--- src/rtl/cache_monitor.sv ---
// Cache hit/miss monitor: counts lookups and logs {rw, hit, index, tag, lat}.
// Optional latency counter enabled by defining CACHE_MON_LATENCY_EN.
module cache_monitor #(
  parameter int ADDR_W  = 32,
  parameter int TAG_W   = 18,
  parameter int INDEX_W = 10,
  parameter int LAT_W   = 8,
  parameter int CNT_W   = 16,
  parameter int DEPTH   = 8
) (
  input  logic                                  clk,
  input  logic                                  rst,
  input  logic                                  cpu_req_valid,
  input  logic                                  cpu_req_rw,
  input  logic [ADDR_W-1:0]                     cpu_req_addr,
  input  logic                                  cpu_res_ready,
  input  logic                                  tag_read_valid,
  input  logic [TAG_W-1:0]                      tag_read_tag,
  input  logic                                  clear,
  input  logic                                  trace_pop,
  output logic                                  trace_valid,
  output logic [2+INDEX_W+TAG_W+LAT_W-1:0]      trace_data,
  output logic [CNT_W-1:0]                      hit_cnt,
  output logic [CNT_W-1:0]                      miss_cnt,
  output logic                                  overflow,
  output logic                                  busy
);

  localparam int ENTRY_W = 2 + INDEX_W + TAG_W + LAT_W;
  localparam int AW      = $clog2(DEPTH);

  typedef enum logic [1:0] {
    S_IDLE,
    S_LOOKUP,
    S_WAIT
  } state_e;

  state_e               state_q, state_d;
  logic                 rw_q, rw_d;
  logic                 hit_q, hit_d;
  logic [TAG_W-1:0]     tag_q, tag_d;
  logic [INDEX_W-1:0]   index_q, index_d;
  logic [CNT_W-1:0]     hit_cnt_q, hit_cnt_d;
  logic [CNT_W-1:0]     miss_cnt_q, miss_cnt_d;
  logic                 overflow_q, overflow_d;
  logic [AW:0]          wptr_q, wptr_d;
  logic [AW:0]          rptr_q, rptr_d;
  logic [ENTRY_W-1:0]   mem_q [DEPTH];
  logic [ENTRY_W-1:0]   mem_d [DEPTH];

  logic                 commit;
  logic                 c_hit;
  logic                 lookup_hit;
  logic [LAT_W-1:0]     lat_c;
  logic                 empty, full;
  logic                 pop_en, push_en, drop;
  logic                 addr_unused;

  assign addr_unused = ^cpu_req_addr[ADDR_W-TAG_W-INDEX_W-1:0];
  assign lookup_hit  = tag_read_valid && (tag_read_tag == tag_q);

`ifdef CACHE_MON_LATENCY_EN
  logic [LAT_W-1:0] lat_q, lat_d;
  logic [LAT_W-1:0] lat_inc;

  assign lat_inc = (lat_q == '1) ? lat_q : lat_q + 1'b1;

  // The value logged on commit includes the ready cycle itself.
  always_comb begin
    lat_d = lat_q;
    lat_c = lat_q;
    unique case (state_q)
      S_IDLE:  if (cpu_req_valid) lat_d = LAT_W'(1);
      S_WAIT: begin
        lat_d = lat_inc;
        lat_c = lat_inc;
      end
      default: ;
    endcase
  end

  always_ff @(posedge clk or negedge rst) begin
    if (!rst) lat_q <= '0;
    else      lat_q <= lat_d;
  end
`else
  assign lat_c = '0;
`endif

  always_comb begin
    state_d = state_q;
    rw_d    = rw_q;
    tag_d   = tag_q;
    index_d = index_q;
    hit_d   = hit_q;
    commit  = 1'b0;
    c_hit   = hit_q;
    unique case (state_q)
      S_IDLE: begin
        if (cpu_req_valid) begin
          rw_d    = cpu_req_rw;
          tag_d   = cpu_req_addr[ADDR_W-1 -: TAG_W];
          index_d = cpu_req_addr[ADDR_W-TAG_W-1 -: INDEX_W];
          state_d = S_LOOKUP;
        end
      end
      S_LOOKUP: begin
        hit_d = lookup_hit;
        c_hit = lookup_hit;
        if (cpu_res_ready) begin
          commit  = 1'b1;
          state_d = S_IDLE;
        end else begin
          state_d = S_WAIT;
        end
      end
      S_WAIT: begin
        if (cpu_res_ready) begin
          commit  = 1'b1;
          state_d = S_IDLE;
        end
      end
      default: state_d = S_IDLE;
    endcase
  end

  assign empty = (wptr_q == rptr_q);
  assign full  = (wptr_q[AW] != rptr_q[AW]) &&
                 (wptr_q[AW-1:0] == rptr_q[AW-1:0]);

  // A pop on a full FIFO frees the slot the same-cycle push lands in.
  always_comb begin
    pop_en  = trace_pop && !empty;
    push_en = commit && (!full || pop_en);
    drop    = commit && full && !pop_en;
    mem_d   = mem_q;
    if (push_en)
      mem_d[wptr_q[AW-1:0]] = {rw_q, c_hit, index_q, tag_q, lat_c};
    wptr_d = wptr_q + (AW+1)'(push_en);
    rptr_d = rptr_q + (AW+1)'(pop_en);
  end

  always_comb begin
    hit_cnt_d  = hit_cnt_q;
    miss_cnt_d = miss_cnt_q;
    overflow_d = overflow_q | drop;
    if (commit && c_hit && hit_cnt_q != '1)
      hit_cnt_d = hit_cnt_q + 1'b1;
    if (commit && !c_hit && miss_cnt_q != '1)
      miss_cnt_d = miss_cnt_q + 1'b1;
    if (clear) begin
      hit_cnt_d  = '0;
      miss_cnt_d = '0;
      overflow_d = 1'b0;
    end
  end

  always_ff @(posedge clk or negedge rst) begin
    if (!rst) begin
      state_q    <= S_IDLE;
      rw_q       <= 1'b0;
      hit_q      <= 1'b0;
      tag_q      <= '0;
      index_q    <= '0;
      hit_cnt_q  <= '0;
      miss_cnt_q <= '0;
      overflow_q <= 1'b0;
      wptr_q     <= '0;
      rptr_q     <= '0;
      mem_q      <= '{default: '0};
    end else begin
      state_q    <= state_d;
      rw_q       <= rw_d;
      hit_q      <= hit_d;
      tag_q      <= tag_d;
      index_q    <= index_d;
      hit_cnt_q  <= hit_cnt_d;
      miss_cnt_q <= miss_cnt_d;
      overflow_q <= overflow_d;
      wptr_q     <= wptr_d;
      rptr_q     <= rptr_d;
      mem_q      <= mem_d;
    end
  end

  assign trace_valid = !empty;
  assign trace_data  = mem_q[rptr_q[AW-1:0]];
  assign hit_cnt     = hit_cnt_q;
  assign miss_cnt    = miss_cnt_q;
  assign overflow    = overflow_q;
  assign busy        = (state_q != S_IDLE);

endmodule

--- config.mk ---
export PLATFORM = sky130hd
export DESIGN_NAME = cache_monitor
export DESIGN_NICKNAME = d
export VERILOG_FILES = /design/src/rtl/cache_monitor.sv
export SDC_FILE = /design/constraint.sdc
export NUM_CORES = 1
export LEC_CHECK = 0
export BUFFER_PORTS_ARGS = -buffer_cell sky130_fd_sc_hd__buf_4
export CAP_MARGIN = 40
export CORE_ASPECT_RATIO = 2
export CORE_MARGIN = 4
export CORE_UTILIZATION = 45
export DETAILED_ROUTE_END_ITERATION = 8
export PLACE_DENSITY = 0.65
export RECOVER_POWER = 25
export SLEW_MARGIN = 20
export SYNTH_ARGS = -nofsm -noshare
export SYNTH_HDL_FRONTEND = slang
export SYNTH_SLANG_ARGS = --single-unit
--- constraint.sdc ---
create_clock -name clk -period 2.95 [get_ports clk]
set_clock_uncertainty 0.15 [all_clocks]
set_input_delay 0.295 -clock clk [delete_from_list [all_inputs] [get_ports clk]]
set_output_delay 0.295 -clock clk [all_outputs]
set_load 0.01 [all_outputs]
======== Word-level counts from Yosys, hierarchy flattened ========
Index checks and enable logic that the tools add are counted.
operators by class
  add/sub/neg operators ................... 4
  order comparisons ....................... 3
  eq/ne operators ......................... 10
  mux-type cells .......................... 18
  bitwise operators ....................... 3
  reduce and logical (&&, ||, !) cells .... 23
operators by type and width
  kind                   number
  $bwmux 304             1
  $bmux 38 s3            1
  $demux 38 s3           1
  $mux 38                3
  $mux 16                4
  $add 16x1->16 const B  2
  $ne 16x16->1 const B   2
  $eq 18x18->1           1
  $logic_and 1x1->1      11
  $add 4x1->4            2
  $ge 4x4->1 const B     2
  $not 3->4              2
  $mux 2                 3
  $pmux 2 s3             1
  $reduce_bool 2->1      3
  $eq 4x4->1             1
  $logic_not 1->1        4
  $lt 4x1->1 const B     1
  $mux 1                 4
  $ne 2x2->1 const B     2
  $reduce_and 2->1       2
  $eq 3x3->1             1
  $eq 2x1->1 const B     1
  $eq 2x2->1 const B     1
  5 further kinds        5
storage, ports and cells
  bits in registers ....................... 377
  input port bits ......................... 58
  output and inout port bits .............. 73
  word-level logic and storage cells ...... 79

======== Logic depth before layout (Yosys ltp) ========
  depth in word-level cells ............... 8
  depth in mapped cells ................... 11

======== Least setup slack after synthesis ========
No wires, ideal clock.
  path type ............................... register to register
  from .................................... register state_q[0]
  to ...................................... register mem_q[100] in the netlist's numbering
  setup time .............................. 0.125 ns
  arrival time ............................ 2.297 ns
  data required time ...................... 2.675 ns
  slack ................................... 0.378 ns
  stages on the path, launching flop included .. 9
  period minus slack after synthesis ...... 2.572 ns
  path through ............................ dfrtp_1 -> inv_1 -> ha_1 -> and2_1 -> clkbuf_1 -> o311ai_0 -> nor3b_1 -> buf_2 -> mux2_2
on the way
  longest elaborated chain between the ends .. 4
  elaborated cells between the ends (all ways) .. 5
  those cells by class .................... 2 x eq/ne; 1 x mux; 2 x reduce/logical
RTL lines
  what                                             RTL line  source
  start, declared                                  38        state_e state_q, state_d;
  start signal, assigned                           172       state_q <= state_d;
  $eq 2x2->1 / $eq 2x1->1 (equally long branches)  98        unique case (state_q)
  $reduce_or 2->1 (no source line) *               -
  $mux 1 *                                         -
  $logic_and 1x1->1 *                              134       push_en = commit && (!full || pop_en);
  end signal, assigned                             182       mem_q <= mem_d;
  end, declared                                    48        logic [ENTRY_W-1:0] mem_q [DEPTH];
Mark *: on every way between the ends. The rest lies on a longest branch, timed or not.
A chain may end at the register's enable or synchronous reset.

======== Worst setup path after layout ========
  from .................................... register rptr_q[0]
  to ...................................... output trace_data[13]
on the way
  longest elaborated chain between the ends .. 4
RTL lines
  what                                         RTL line  source
  start, declared                              47        logic [AW:0] rptr_q, rptr_d;
  start signal, assigned                       181       rptr_q <= rptr_d;
  $not 3->4 (not written as such)              187       assign trace_data = mem_q[rptr_q[AW-1:0]];
  $bmux 38 s3                                  187
  $mux 38 (not written as such) (2 in series)  187
  end, declared                                22        output logic [2+INDEX_W+TAG_W+LAT_W-1:0] trace_data,
Every way passes these cells. The select of a mux whose other input is x is not followed.

==> impl_metrics.py <==
metrics = {
    "setup_path": {
        "crit_type": "reg2out",
        "cp_data_arrival_time_ns": 2.38,
        "cp_max_fo": 31,
        "r2r-start": "state_q[1]",
        "start_kind": "flip-flop",
        "cp.required_ns": 2.51,
        "crit_start": "rptr_q[0]",
        "crit_path_end_kind": "output port",
        "reg2regPathDepth": 10,
    },
    "synth": {
        "yosysSeqAreaShare_pct": 54.1,
        "synth_edf_count": 0,
        "yosysUniqueCellTypes": 45,
        "synth_top_area_cell": "dfrtp_1",
        "synth_top_area_share_pct": 54.1,
        "synth_ff_type": "dfrtp_1",
        "synth.area.top_cells": "dfrtp_1 54%, mux2_2 23%, mux4_2 9.3%",
        "avgSynthCellArea_um2": 14.4,
        "synth_area_mm2": 0.0145,
        "synth_cells": 1009,
        "ys_async_sr_fraction_pct": 100,
        "ys_warn_count": 0,
        "ys_ff_latch": 313,
    },
    "flow_run": {
        "maxCapViolCount": 0,
    },
    "die": {
        "coreArea_mm2": 0.0317,
        "io_pins": 131,
        "dieArea_mm2": 0.0353,
        "initial_core_util_pct": 45.8,
        "fp-row-count": 92,
        "fp.dieW_um": 135,
        "die_h_um": 262,
    },
    "place": {
        "dpl_cell_area_mm2": 0.0162,
        "dp_hpwl_um": 21500,
        "portBuffers": 118,
        "gp_congestion": 0.771,
    },
    "drt": {
        "vias": 8823,
        "dr.pass1.iters": 4,
        "wl_um": 33300,
        "ant_nets": 0,
        "viasPerCell": 5.47,
        "drt_iter0_markers": 387,
        "drc_errors": 0,
        "wire_per_inst_um": 20.7,
    },
    "power_and_ir_drop": {
        "power_density_mw_per_mm2": 1070,
        "p_leak_nw": 7.64,
        "ir_worst_vdd_v": 0.000657,
    },
    "sta": {
        "tightest_slew_ns": 1.38,
        "max_freq_ghz": 0.353,
        "final-max-slew-violation-count": 0,
        "hold_viol": 0,
        "period_share_pct": 95.9,
        "rsz0062_at_grt": "false",
        "setup_violations": 0,
        "period_needed_ns": 2.83,
        "slew_headroom_pct": 8.09,
    },
    "clock_tree": {
        "clk_latency_ns": 0.56,
        "h-tree-depth": 1,
        "path_clk_slew_ns": 0.07,
        "cts-buffers-inserted": 28,
        "cts_sinks": 313,
        "clk_path_buf_depth": 3,
        "cts-root-buf": "clkbuf_16",
        "cts_setup_buffers": 0,
        "cts_tree": "yes",
    },
    "final_layout": {
        "areaGrowthSynthToFinish_pct": 20.7,
        "fillerInstances": 2666,
        "final_nets": 1235,
        "final_area_mm2": 0.0175,
        "utilization_pct": 55.2,
        "ff_latch_area_mm2": 0.00784,
        "num_antenna_cells": 0,
        "multiInputGateArea_mm2": 0.00627,
        "drive_above_1_share_pct": 50.2,
    },
    "worst_hold_path": {
        "hp-class": "in2reg",
        "hp-start": "tag_read_tag[3]",
        "hold_depth": 5,
    },
    "outcome": {
        "run_status": "finished clean",
    },
    "grt": {
        "grt_overflow": 0,
        "antenna_found_initial": 0,
        "grt_first_pass_wirelength_um": 53300,
        "grt_max_degree": 93,
        "grt_pass1_vias": 9522,
        "grt_usage_pct": 19.3,
    },
}
## registers in the layout (all words and copies together) (netlist names)
| register | cells |
|---|---|
| hit_cnt | 16 |
| hit_q | 1 |
| index_q | 10 |
| mem_q | 240 |
| miss_cnt | 16 |
| overflow | 1 |
| rptr_q | 4 |
| rw_q | 1 |
| state_q | 2 |
| tag_q | 18 |
| wptr_q | 4 |
## timing repair
item,in CTS,in global routing
endpoints found under the hold margin,117,0
gates cloned,1,0
setup endpoints to repair,30,10
pin swaps,0,1
hold buffers,35,0
resized for setup,4,1
## worst paths after layout
| path | endpoint | slack, ns |
|---|---|---|
| min reg2reg | mem_q[264] | 0.34 |
| min in group asynchronous | mem_q[124] | 0.45 |
| max in group asynchronous | rptr_q[0] | 0.55 |
| min | hit_q | 0.26 |
| max | trace_data[13] | 0.12 |
| max reg2reg | hit_cnt[0] | 0.13 |
## cell usage in the layout (no fill, tap or decap), types with 4 or more instances in the layout
master | netlist | routed
clkbuf_16 | 0 | 29
buf_16 | 0 | 4
dfrtp_1 | 313 | 310
nand3_1 | 14 | 14
clkinv_2 | 0 | 7
conb_1 | 1 | 8
nand4_1 | 11 | 11
or3_1 | 15 | 15
mux2_2 | 295 | 295
nor2_1 | 24 | 23
nand2b_1 | 5 | 5
buf_4 | 10 | 157
dlygate4sd3_1 | 0 | 35
or4_1 | 9 | 9
nor4_1 | 7 | 6
mux4_2 | 60 | 60
a21oi_1 | 33 | 32
nor3_1 | 7 | 7
o31ai_1 | 8 | 8
xnor2_1 | 12 | 12
nor2b_1 | 9 | 8
clkbuf_8 | 0 | 7
buf_12 | 0 | 8
inv_1 | 8 | 8
ha_1 | 9 | 9
nand2_1 | 22 | 20
xor2_1 | 15 | 15
o21ai_0 | 18 | 18
## per-stage QoR
step	worst slack [ns]	instances	hold slack [ns]	power (mW)	TNS, ns
floorplan	0.378	1016	-0.151	12.1	0
global placement	-0.0000768	1523	0.236	14.6	-0.0000848
detailed placement	-0.0208	1525	0.232	14.9	-0.0322
CTS	0.00509	1612	0.239	19.0	0
global route	0.0161	1612	0.289	19.8	0
finish	0.121	1612	0.261	18.7	0
## layer usage
layer  GRT usage, %  share of wire [%]
met5              0                  0
met4           4.95                1.7
met3           2.15                3.3
met2           36.1                 56
met1           23.5                 39
## report_power, final
| part | leakage [nW] | switching, mW | internal, mW |
|---|---|---|---|
| Clock | 0.490 | 1.64 | 2.24 |
| Combinational | 3.20 | 3.05 | 4.42 |
| Sequential | 3.95 | 1.21 | 6.11 |
| Total | 7.64 | 5.89 | 12.8 |
## cells in the mapped netlist (2+ instances only)
cell type / number
dfrtp_1: 313
mux2_2: 295
mux4_2: 60
a21oi_1: 33
clkbuf_1: 30
buf_2: 27
nor2_1: 24
nand2_1: 22
o21ai_0: 18
buf_1: 16
or3_1: 15
xor2_1: 15
nand3_1: 14
xnor2_1: 12
nand4_1: 11
buf_4: 10
ha_1: 9
nor2b_1: 9
or4_1: 9
inv_1: 8
o31ai_1: 8
nor3_1: 7
nor4_1: 7
nand2b_1: 5
and2_1: 3
and3_1: 3
buf_6: 3
nor3b_1: 3
and3b_1: 2
and4_1: 2
mux2i_1: 2
## worst max-delay path: stages, from the launching register on
cell and delay (ns):
dfrtp_4 0.50, buf_16 0.27, mux4_2 0.55, mux2_2 0.32, buf_4 0.16
## cells by family after synthesis
group	Yosys count	synth area share, %
buffers and inverters	96	3.14
and+or+nand+nor	140	5.30
adders and majority gates	9	0.778
DFF	313	54.1
AOI/OAI and AO/OA	66	2.64
muxes	357	32.4
xor gates and xnor gates	27	1.63
other	1	0.0259
## cell type report
cell class                 count  area share [%]
clock inverter                14           0.916
multi-input combinational    607            35.9
clock buffer                  37            4.72
tap                          423            3.03
inverter                       9           0.193
sequential                   313            44.8
timing repair buffer         209            10.4
No activity file was read; power rests on OpenSTA's default activity.
